File: src/rtl/mem_ctrl_pkg.sv
// Shared definitions for the byte-serial memory controller: access sizes,
// bus types, controller states and small decode helpers.
package mem_ctrl_pkg;

   typedef logic [1:0] mem_sel_t;

   localparam mem_sel_t MEM_NOP  = 2'b00;
   localparam mem_sel_t MEM_BYTE = 2'b01;
   localparam mem_sel_t MEM_HALF = 2'b10;
   localparam mem_sel_t MEM_WORD = 2'b11;

   typedef logic [31:0] mem_addr_bus_t;
   typedef logic [7:0]  mem_data_bus_t;

   localparam logic [31:0]   ZERO_WORD = 32'h0;
   localparam mem_data_bus_t ZERO_BYTE = 8'h0;

   typedef enum logic [1:0] {
      ST_IDLE   = 2'b00,
      ST_IF_RD  = 2'b01,
      ST_MEM_RD = 2'b10,
      ST_MEM_WR = 2'b11
   } state_t;

   // Byte count of a transaction; needs to hold 0..4.
   typedef logic [2:0] len_t;

   localparam len_t IF_LEN = 3'd4;

   function automatic len_t sel_len(input mem_sel_t sel);
      case (sel)
         MEM_BYTE: return 3'd1;
         MEM_HALF: return 3'd2;
         MEM_WORD: return 3'd4;
         default:  return 3'd0;
      endcase
   endfunction

   function automatic mem_data_bus_t word_byte(input logic [31:0] word, input logic [1:0] idx);
      return word[{idx, 3'b000} +: 8];
   endfunction

endpackage

File: src/rtl/mem_ctrl_seq.sv
// Byte sequencer: counts cycles spent in a transaction and flags the last
// issue cycle (cnt == len-1) and the trailing capture cycle (cnt == len).
module mem_ctrl_seq
   import mem_ctrl_pkg::*;
(
   input  logic clk,
   input  logic rst,
   input  logic start,
   input  logic step,
   input  logic clear,
   input  len_t len,
   output len_t cnt,
   output logic last_byte,
   output logic last_cycle
);

   len_t len_q;

   // NOTE: state registers take non-blocking assignments so every flop
   // samples pre-edge values regardless of block evaluation order.
   always_ff @(posedge clk) begin
      if (rst) begin
         cnt   <= '0;
         len_q <= '0;
      end else if (clear) begin
         cnt <= '0;
      end else if (start) begin
         cnt   <= '0;
         len_q <= len;
      end else if (step) begin
         cnt <= cnt + 3'd1;
      end
   end

   assign last_byte  = (cnt == len_q - 3'd1);
   assign last_cycle = (cnt == len_q);

endmodule

File: src/rtl/mem_ctrl.sv
// Byte-serial RAM port controller: arbitrates MEM-stage loads/stores against
// instruction fetches and sequences each into per-byte RAM cycles.
module mem_ctrl
   import mem_ctrl_pkg::*;
#(
   parameter int                ADDR_W    = 32,
   parameter logic [ADDR_W-1:0] IDLE_ADDR = '0
) (
   input  logic              clk,
   input  logic              rst,
   input  logic              if_req_i,
   input  logic [ADDR_W-1:0] if_addr_i,
   input  logic              if_flush_i,
   output logic [31:0]       if_data_o,
   output logic              if_done_o,
   input  logic              mem_req_i,
   input  logic              mem_we_i,
   input  mem_sel_t          mem_sel_i,
   input  logic [ADDR_W-1:0] mem_addr_i,
   input  logic [31:0]       mem_wdata_i,
   output logic [31:0]       mem_rdata_o,
   output logic              mem_done_o,
   output logic [ADDR_W-1:0] ram_addr_o,
   output logic              ram_we_o,
   output mem_data_bus_t     ram_dout_o,
   input  mem_data_bus_t     ram_din_i
);

   state_t            state;
   logic [ADDR_W-1:0] base_addr;
   logic [31:0]       wdata_q;
   logic [31:0]       rd_buf;
   logic [31:0]       rd_merged;
   logic [ADDR_W-1:0] next_addr;
   logic [1:0]        cap_idx;
   logic [1:0]        wr_idx;
   logic              mem_go;
   logic              if_go;
   logic              busy_end;
   logic              seq_step;
   len_t              seq_len;
   len_t              cnt;
   logic              last_byte;
   logic              last_cycle;

   // NOTE: every always_comb output gets a default first, so no path can
   // leave one unassigned and infer a latch.
   always_comb begin
      mem_go    = 1'b0;
      if_go     = 1'b0;
      busy_end  = 1'b0;
      seq_len   = IF_LEN;
      rd_merged = rd_buf;
      cap_idx   = 2'(cnt - 3'd1);
      wr_idx    = 2'(cnt + 3'd1);
      next_addr = base_addr + ADDR_W'(cnt) + ADDR_W'(1);

      // A port whose done pulse is showing has not yet dropped its request.
      if (state == ST_IDLE) begin
         mem_go = mem_req_i && (mem_sel_i != MEM_NOP) && !mem_done_o;
         if_go  = !mem_go && if_req_i && !if_flush_i && !if_done_o;
      end
      if (mem_go) seq_len = sel_len(mem_sel_i);

      case (state)
         ST_MEM_WR: busy_end = last_byte;
         ST_MEM_RD: busy_end = last_cycle;
         ST_IF_RD:  busy_end = last_cycle || if_flush_i;
         default:   busy_end = 1'b0;
      endcase

      // The byte issued last cycle is on ram_din_i now.
      if (cnt != 3'd0) rd_merged[{cap_idx, 3'b000} +: 8] = ram_din_i;
   end

   assign seq_step = (state != ST_IDLE) && !busy_end;

   mem_ctrl_seq u_seq (
      .clk        (clk),
      .rst        (rst),
      .start      (mem_go || if_go),
      .step       (seq_step),
      .clear      (busy_end),
      .len        (seq_len),
      .cnt        (cnt),
      .last_byte  (last_byte),
      .last_cycle (last_cycle)
   );

   always_ff @(posedge clk) begin
      if (rst) begin
         state       <= ST_IDLE;
         base_addr   <= '0;
         wdata_q     <= ZERO_WORD;
         rd_buf      <= ZERO_WORD;
         ram_addr_o  <= IDLE_ADDR;
         ram_we_o    <= 1'b0;
         ram_dout_o  <= ZERO_BYTE;
         if_data_o   <= ZERO_WORD;
         mem_rdata_o <= ZERO_WORD;
         if_done_o   <= 1'b0;
         mem_done_o  <= 1'b0;
      end else begin
         if_done_o  <= 1'b0;
         mem_done_o <= 1'b0;

         case (state)
            ST_IDLE: begin
               ram_we_o   <= 1'b0;
               ram_dout_o <= ZERO_BYTE;
               ram_addr_o <= IDLE_ADDR;
               if (mem_go) begin
                  base_addr  <= mem_addr_i;
                  wdata_q    <= mem_wdata_i;
                  rd_buf     <= ZERO_WORD;
                  ram_addr_o <= mem_addr_i;
                  if (mem_we_i) begin
                     state      <= ST_MEM_WR;
                     ram_we_o   <= 1'b1;
                     ram_dout_o <= word_byte(mem_wdata_i, 2'd0);
                  end else begin
                     state <= ST_MEM_RD;
                  end
               end else if (if_go) begin
                  base_addr  <= if_addr_i;
                  rd_buf     <= ZERO_WORD;
                  ram_addr_o <= if_addr_i;
                  state      <= ST_IF_RD;
               end
            end

            ST_MEM_WR: begin
               if (last_byte) begin
                  state      <= ST_IDLE;
                  ram_we_o   <= 1'b0;
                  ram_dout_o <= ZERO_BYTE;
                  ram_addr_o <= IDLE_ADDR;
                  mem_done_o <= 1'b1;
               end else begin
                  ram_addr_o <= next_addr;
                  ram_dout_o <= word_byte(wdata_q, wr_idx);
               end
            end

            ST_IF_RD, ST_MEM_RD: begin
               rd_buf <= rd_merged;
               if (state == ST_IF_RD && if_flush_i) begin
                  state      <= ST_IDLE;
                  ram_addr_o <= IDLE_ADDR;
               end else if (last_cycle) begin
                  state      <= ST_IDLE;
                  ram_addr_o <= IDLE_ADDR;
                  if (state == ST_IF_RD) begin
                     if_data_o <= rd_merged;
                     if_done_o <= 1'b1;
                  end else begin
                     mem_rdata_o <= rd_merged;
                     mem_done_o  <= 1'b1;
                  end
               end else if (last_byte) begin
                  ram_addr_o <= IDLE_ADDR;
               end else begin
                  ram_addr_o <= next_addr;
               end
            end

            default: begin
               state      <= ST_IDLE;
               ram_we_o   <= 1'b0;
               ram_addr_o <= IDLE_ADDR;
            end
         endcase
      end
   end

endmodule

File: config.mk
export PLATFORM = sky130hd
export DESIGN_NAME = mem_ctrl
export DESIGN_NICKNAME = d
export VERILOG_FILES = /design/src/rtl/mem_ctrl_pkg.sv /design/src/rtl/mem_ctrl_seq.sv /design/src/rtl/mem_ctrl.sv
export SDC_FILE = /design/constraint.sdc
export NUM_CORES = 1
export LEC_CHECK = 0
export BUFFER_PORTS_ARGS = -buffer_cell sky130_fd_sc_hd__buf_2
export CORE_UTILIZATION = 50
export DETAILED_ROUTE_END_ITERATION = 10
export PLACE_DENSITY = 0.75
export SKIP_CTS_REPAIR_TIMING = 1
export SYNTH_ARGS = -nofsm -noshare
export SYNTH_HDL_FRONTEND = slang
export SYNTH_SLANG_ARGS = --single-unit
File: constraint.sdc
create_clock -name clk -period 7.74 [get_ports clk]
set_input_delay 0.387 -clock clk [delete_from_list [all_inputs] [get_ports clk]]
set_output_delay 0.387 -clock clk [all_outputs]
set_load 0.1 [all_outputs]
==> run metrics, run 1 <==
status finished clean; largest net degree at the start of global routing roughly 120; Synth top cells by count dfxtp_1 (211), nor2_1 (158), nand2_1 (147); slew margin rel. a little under a quarter; crit-path most repeated cell and3_1; Die H 140 um; Critical R2R Capture if_data_o[1]$_SDFFE_PP0P_; clk sinks between 200 and 250; CP bufs+invs 1; Max Cap Viol 0; row count 50; Pre-antenna DRT Iters 5; Data required, critical path slightly above 8000 ps; synth-to-layout area growth 19.6%; Max VDD drop around 320 uV; CTS tree done; period utilisation layout about 45%; Pwr Density approximately 390 mW/mm2; critical path's slowest cell dfxtp_1; crit-path cells inv_1 > ha_1 > and3_1 > and3_1 > a22oi_1 > a211oi_1; number of enable flip-flop cells after synthesis 0; RePlAce Congestion about 0.80; Final Hold Slack ~120 ps; first-pass GRT wire length approximately 40000 um; TritonCTS Buffers 23; DR vias around 8500; final total negative setup slack 0 ps; nets@finish 1376; worst-case hold path end point wdata_q[19]$_SDFFE_PP0P_; Yosys warnings 0; vias per inst between 5 and 6; R2R Setup Slk about 4300 ps; layout cells sized above 1 a little under a quarter; Core Area 0.0187 mm2; Worst Hold Launch mem_wdata_i[19]; Worst Path Arrival between 3000 and 4000 ps; Seq/Total Area, Yosys roughly 44%; post-layout util between 60% and 70%; Leakage ~4.5 nW; ys async rst share 0%; Max FO, Critical Path 27; post-synth top area cell dfxtp_1; final number of hold-violating endpoints 0; R2R Path Start u_seq.cnt[0]$_SDFFE_PP0P_; fmax a little under 0.3 GHz; #FFs+latches synth 211; prevailing post-synth register cell dfxtp_1; fill count around 1600; total track usage 24.8%; Worst-path clk slew 60 ps; GR Overflow Total 0; crit path time final around 3500 ps; Final Max Slew Viols 0; crit path kind flop to flop; Hold Crit Depth 3; Design Power approximately 0.0044 W; ranking of synthesized cells by area dfxtp_1 (44%), nor2_1 (6.2%), nand2_1 (5.8%); initial antenna violation count 1; total wire length about 25000 um; Crit. End Element flop; WL/cell between 15 and 20 um; dpl ws between 4000 and 5000 ps; initial DRC count 615; Hold Crit Class input port to flop; Detail Placement HPWL ~17000 um; Syn Std Cell Area between 0.009 and 0.01 mm2; Worst Tran Pin Value 1150 ps; Finish-stage setup viols 0; largest stage delay on the critical path about 1000 ps; CTS HTree Levels 1; Worst Setup Start Kind flop; Worst-Skew Late Latency a little over 500 ps; clk root buf clkbuf_16; initial core utilization 50.9%; IO Port Bufs roughly 220; Die Width 140 um; total nets after synthesis approximately 1200; Synth top area share approximately 44%; mean post-synth cell area 8.77 um2; Distinct cells, synth 60; post-route ant nets 0; RSZ-0062 raised after global routing no; worst setup margin roughly 4300 ps; die area between 0.015 and 0.02 mm2; Clock Skews 9.05 ps; vias in the first global route 7807; Synth Instances 1085; Longest Clk Path Bufs 3; CP top delay family flip-flops; FF-to-FF path depth 6; count leader, synth dfxtp_1; I/O pin cnt 219; Residual DRC 0
==> sequential cells by signal (all words and copies together) (netlist names) <==
signal,flops
u_seq.len_q,3
ram_dout_o,8
if_done_o,1
wdata_q,32
if_data_o,32
ram_we_o,1
rd_buf,32
mem_rdata_o,32
base_addr,32
mem_done_o,1
ram_addr_o,32
u_seq.cnt,3
state,2
==> cell usage in the layout, fill, tap and decap left out, types with 20 or more instances in the layout <==
| cell | synthesis | layout |
|---|---|---|
| buf_2 | 9 | 217 |
| o22ai_2 | 20 | 20 |
| a21oi_1 | 74 | 74 |
| a211oi_1 | 70 | 69 |
| dfxtp_1 | 211 | 211 |
| a22oi_1 | 21 | 21 |
| a2bb2oi_1 | 32 | 32 |
| clkbuf_16 | 0 | 23 |
| nand2_1 | 147 | 147 |
| nor2_1 | 158 | 157 |
==> layer usage <==
metal | GRT usage, % | vias to the layer above | routed length (um)
met5 | 0 | - | 0
met4 | 7.52 | 0 | 576
met2 | 39.9 | 299 | 11400
met1 | 34.6 | 3965 | 11700
met3 | 3.35 | 40 | 1420
li1 | - | 4205 | -
==> power by group <==
group,leakage (nW),switching [W],internal (W)
sequential,1.72,0.000142,0.00127
clock,0.371,0.000422,0.000673
combinational,2.41,0.00146,0.000419
==> per-stage QoR <==
| step | std cells | area [um2] |
|---|---|---|
| CTS | 1493 | 11400 |
| finish | 1494 | 11400 |
| global route | 1494 | 11400 |
| detailed placement | 1456 | 10600 |
| floorplan | 1085 | 9510 |
| global placement | 1456 | 10600 |
==> final cells by class <==
cell class,instances,area (um2),share of cell area (%)
inverter,14,52.6,0.462
clock buffer,34,687,6.04
timing repair buffer,226,1160,10.2
tap,234,293,2.57
sequential,211,4220,37.1
antenna,1,2.50,0.0220
clock inverter,3,65.1,0.572
multi-input combinational,771,4900,43.0
==> worst reg2reg max path: stages, from the launching register on <==
cell,delay (ps)
dfxtp_1,1030
inv_1,280
ha_1,950
and3_1,290
and3_1,360
a22oi_1,200
a211oi_1,260
==> cell families after synthesis <==
| family | synth area share, % |
|---|---|
| adders and majority gates | 2.31 |
| xor gates and xnor gates | 3.18 |
| buffers and inverters | 4.59 |
| muxes | 3.58 |
| AOI/OAI and AO/OA | 22.5 |
| and+or+nand+nor | 19.5 |
| DFF | 44.4 |
==> worst max path at each step <==
stage / from / to / slack, ps / cells past startpoint
after detailed placement: state[0]$_SDFFE_PP0P_ / base_addr[5]$_SDFFE_PP0P_ / 4340 / 7
after global routing: u_seq.cnt[0]$_SDFFE_PP0P_ / ram_addr_o[24]$_SDFF_PP0_ / 4020 / 9
final: u_seq.cnt[0]$_SDFFE_PP0P_ / if_data_o[1]$_SDFFE_PP0P_ / 4270 / 6
after floorplan: u_seq.cnt[0]$_SDFFE_PP0P_ / ram_dout_o[7]$_SDFFE_PP0P_ / 5000 / 10
after global placement: state[1]$_SDFFE_PP0P_ / ram_addr_o[0]$_SDFF_PP0_ / 4440 / 7
after CTS: state[0]$_SDFFE_PP0P_ / base_addr[5]$_SDFFE_PP0P_ / 4320 / 7
(Power assumes the default switching activity.)
==> run 2, diff against run 1 <==
- CORE_UTILIZATION: 50 -> 49
- PLACE_DENSITY: 0.75 -> 0.76
- clock period: 7.74 -> 2.9 ns (I/O delays scaled with it)
==> run metrics, run 2 (same netlist as run 1, synthesis figures left out) <==
status finished, violations left; failing checks negative hold slack; die area about 0.020 mm2; Net Sw Power ~0.0056 W; crit-path cells inv_1 > ha_1 > inv_1 > or4b_1 > nor2_2 > buf_4 > a22oi_1 > o21ai_0; Max FO, Critical Path 14; largest net degree at the start of global routing ~120; Longest Clk Path Bufs 3; final number of hold-violating endpoints 12; FF-to-FF path depth 8; initial antenna violation count 2; WL/cell ~17 um; Die Width approximately 140 um; Pint ~0.0064 W; Core Area 0.0189 mm2; R2R Path Start state[1]$_SDFFE_PP0P_; Residual DRC 0; CTS HTree Levels 1; fmax between 0.3 and 0.4 GHz; Worst Hold Launch if_addr_i[2]; RePlAce Congestion ~0.85; Clock Skews around 14 ps; Crit. Startpoint state[1]$_SDFFE_PP0P_; Worst Tran Pin Value between 1000 and 1500 ps; TritonCTS Buffers 24; Final Max Slew Viols 0; largest stage delay on the critical path ~600 ps; final total negative setup slack 0 ps; GR Overflow Total 0; Seq pwr share a little under a third; final instance area about 0.012 mm2; most common cell after layout, fill and taps aside buf_2; clk sinks roughly 210; DR vias between 9000 and 10000; initial DRC count 687; post-layout util 66.1%; period utilisation layout 87.2%; Worst-Skew Late Latency about 530 ps; layout cells sized above 1 approximately a quarter; initial core utilization about half; CP top delay family simple AND/OR/NAND/NOR gates; Crit. path cell count 8; crit path time final around 2500 ps; synth-to-layout area growth 31.2%; Post-Layout Cell Count 1632; Leakage between 4 and 5 nW; total wire length 28400 um; Crit. End Element flop; Worst Path Arrival between 2000 and 3000 ps; nets@finish 1482; vias per inst roughly 5.7; crit-path most repeated cell inv_1; switching portion of total power 46.8%; crit path kind flop to flop; RSZ-0062 raised after global routing no; Final Hold Slack -41.1 ps; critical path's slowest cell or4b_1; clk root buf clkbuf_16; total track usage between 20% and 30%; commonest cells after routing, fill and taps aside buf_2 (217), dfxtp_1 (211), nor2_1 (157), nand2_1 (147), dlygate4sd3_1 (89); Data required, critical path ~3400 ps; Finish-stage setup viols 0; dpl cells 1498; IO Port Bufs approximately 220; CP bufs+invs 3; Hold Crit Class input port to flop; I/O pin cnt 219; vias in the first global route 8249; Worst-path clk slew around 60 ps; first-pass GRT wire length ~41000 um; Comb power frac 44.3%; clock network power share 24.5%; Detail Placement HPWL 17700 um; slew margin rel. slightly below 30%; Worst Setup Start Kind flop; Pre-antenna DRT Iters 5; Hold Crit Depth 3; Max Cap Viol 0; CTS tree done; DP Area around 0.011 mm2; Die H approximately 140 um; fill count around 1500; Pwr Density between 900 and 1000 mW/mm2; row count 50; Max VDD drop ~770 uV; post-route ant nets 0
## run 2: through the flow
step | worst slack, ps | total power [W]
2_1_floorplan | 159 | 0.00792
3_3_place_gp | 515 | 0.00886
3_5_place_dp | 383 | 0.00892
4_1_cts | 381 | 0.0118
5_1_grt | 156 | 0.0124
6_report | 372 | 0.0119
## run 2: power by group through the flow
stage,sequential (W),clock (W),combinational [W]
3_3_place_gp,0.00376,0,0.00511
3_5_place_dp,0.00377,0,0.00515
5_1_grt,0.00378,0.00308,0.00557
6_report,0.00373,0.00293,0.00528
4_1_cts,0.00372,0.00295,0.00516
2_1_floorplan,0.00606,0,0.00186
## run 2: final cells by class
type | count | area (um2) | share of cell area (%)
multi-input combinational | 771 | 4900 | 39.2
inverter | 14 | 52.6 | 0.421
clock buffer | 34 | 698 | 5.59
tap | 260 | 325 | 2.61
timing repair buffer | 331 | 2220 | 17.8
clock inverter | 9 | 66.3 | 0.531
sequential | 211 | 4220 | 33.8
antenna | 2 | 5.00 | 0.0401
## run 2: layer usage
layer / GRT usage, % / vias to the layer above / share of wire (%)
met5: 0 / - / 0
met4: 10.1 / 0 / 4.2
met3: 3.31 / 93 / 6.0
met2: 41.6 / 406 / 48
met1: 34.0 / 4333 / 42
li1: - / 4416 / -
## run 2: final timing paths
path                                      to  slack [ps]
setup reg to reg  base_addr[12]$_SDFFE_PP0P_         370
setup / recovery  base_addr[12]$_SDFFE_PP0P_         370
hold reg to reg     wdata_q[28]$_SDFFE_PP0P_         450
hold / removal     base_addr[2]$_SDFFE_PP0P_         -40
## run 2: worst register-to-register path, cell delays in order (launching register included)
cell	delay, ps
dfxtp_1	330
inv_1	130
ha_1	500
inv_1	220
or4b_1	610
nor2_2	110
buf_4	230
a22oi_1	160
o21ai_0	170
==> run 3, diff against run 2 <==
- RECOVER_POWER: unset -> 50
==> run metrics, run 3 (same netlist as run 1, synthesis figures left out) <==
status finished, violations left; failing checks negative hold slack; Worst-path clk slew 60 ps; Die Width between 100 and 150 um; total wire length 28400 um; TritonCTS Buffers 24; Pre-antenna DRT Iters 5; vias in the first global route roughly 8200; Design Power 0.0118 W; period utilisation layout a little under 90%; Crit. End Element flop; Clock Skews 10.6 ps; die area between 0.015 and 0.02 mm2; commonest cells after routing, fill and taps aside dfxtp_1 (211), nor2_1 (157), nand2_1 (147), clkbuf_1 (111), buf_2 (111); largest net degree at the start of global routing ~120; Max VDD drop 755 uV; IO Port Bufs about 220; nets@finish 1482; clk root buf clkbuf_16; Leakage 4.52 nW; first-pass GRT wire length roughly 41000 um; final total negative setup slack 0 ps; fmax 0.392 GHz; post-route ant nets 0; post-layout util between 60% and 70%; vias per inst around 5.7; Worst Setup Start Kind flop; initial core utilization about half; crit path time final 2550 ps; Max FO, Critical Path between 60 and 70; GR Overflow Total 0; Final Max Slew Viols 0; crit path kind flop to flop; Core Area 0.0189 mm2; CTS HTree Levels 1; RePlAce Congestion 0.850; worst setup margin between 300 and 400 ps; CTS tree done; final number of hold-violating endpoints 12; row count 50; layout cells sized above 1 between 10% and 20%; Worst Path Arrival 2970 ps; Met2 Wirelength between 10000 and 15000 um; WL/cell between 15 and 20 um; M1 WL between 10000 and 15000 um; dpl ws between 300 and 400 ps; Detail Placement HPWL roughly 18000 um; Data required, critical path ~3300 ps; Max Cap Viol 0; Die H around 140 um; slew margin rel. between 15 and 20%; Worst-Skew Late Latency around 520 ps; DP Area around 0.011 mm2; total track usage about a quarter; most common cell after layout, fill and taps aside dfxtp_1; Final Hold Slack -39.7 ps; initial DRC count around 750; DR vias 9271; Residual DRC 0; Finish-stage setup viols 0; clk sinks 211; Longest Clk Path Bufs 3; final instance area ~0.012 mm2; R2R Setup Slk around 350 ps; Worst Tran Pin Value 1250 ps; Pwr Density 959 mW/mm2; initial antenna violation count 2; WL met3 around 1600 um; Hold Crit Class input port to flop; I/O pin cnt 219; top layer reached by signal wires met4; synth-to-layout area growth 29.5%; RSZ-0062 raised after global routing no
## run 3: cell count changes in the layout (fill, tap and decap cells not counted)
cell      change
and2_0        +1
and2_1        -1
buf_2       -106
buf_12        -2
clkbuf_4      +1
clkbuf_1    +107
## run 3: area by class of cell
cell class / instances / area [um2]
fill: 1590 / 6570
multi-input combinational: 771 / 4900
sequential: 211 / 4220
timing repair buffer: 331 / 2060
clock buffer: 34 / 698
tap: 260 / 325
clock inverter: 9 / 66.3
inverter: 14 / 52.6
antenna: 2 / 5.00
## run 3: metrics by stage
step	cells	hold slack, ps
2_1_floorplan	1085	222
3_3_place_gp	1498	387
3_5_place_dp	1498	393
4_1_cts	1541	-153
5_1_grt	1632	-3.35
6_report	1632	-39.7
## run 3: worst paths after layout
kind,to,cells after the start,start
max,if_data_o[3]$_SDFFE_PP0P_,7,u_seq.cnt[0]$_SDFFE_PP0P_
min,base_addr[2]$_SDFFE_PP0P_,3,if_addr_i[2]
max reg2reg,if_data_o[3]$_SDFFE_PP0P_,7,u_seq.cnt[0]$_SDFFE_PP0P_
min reg2reg,wdata_q[28]$_SDFFE_PP0P_,2,wdata_q[28]$_SDFFE_PP0P_
## run 3: power by group
part	leakage, nW	total (W)	switching, W	internal (W)
Clock	0.379	0.00292	0.00124	0.00168
Sequential	1.72	0.00374	0.000339	0.00340
Combinational	2.42	0.00517	0.00401	0.00116
## run 3: critical path, cell delays in order (launching register included)
cell,delay (ps)
dfxtp_1,360
buf_4,240
xor2_1,180
nor3_1,220
and3_2,210
buf_2,830
nor2_1,110
a211oi_1,290
## run 3: per-layer routing
layer,vias to the layer above,track usage (%)
met2,380,41.6
met3,102,3.31
met5,-,0
met4,0,10.1
li1,4419,-
met1,4370,34.0
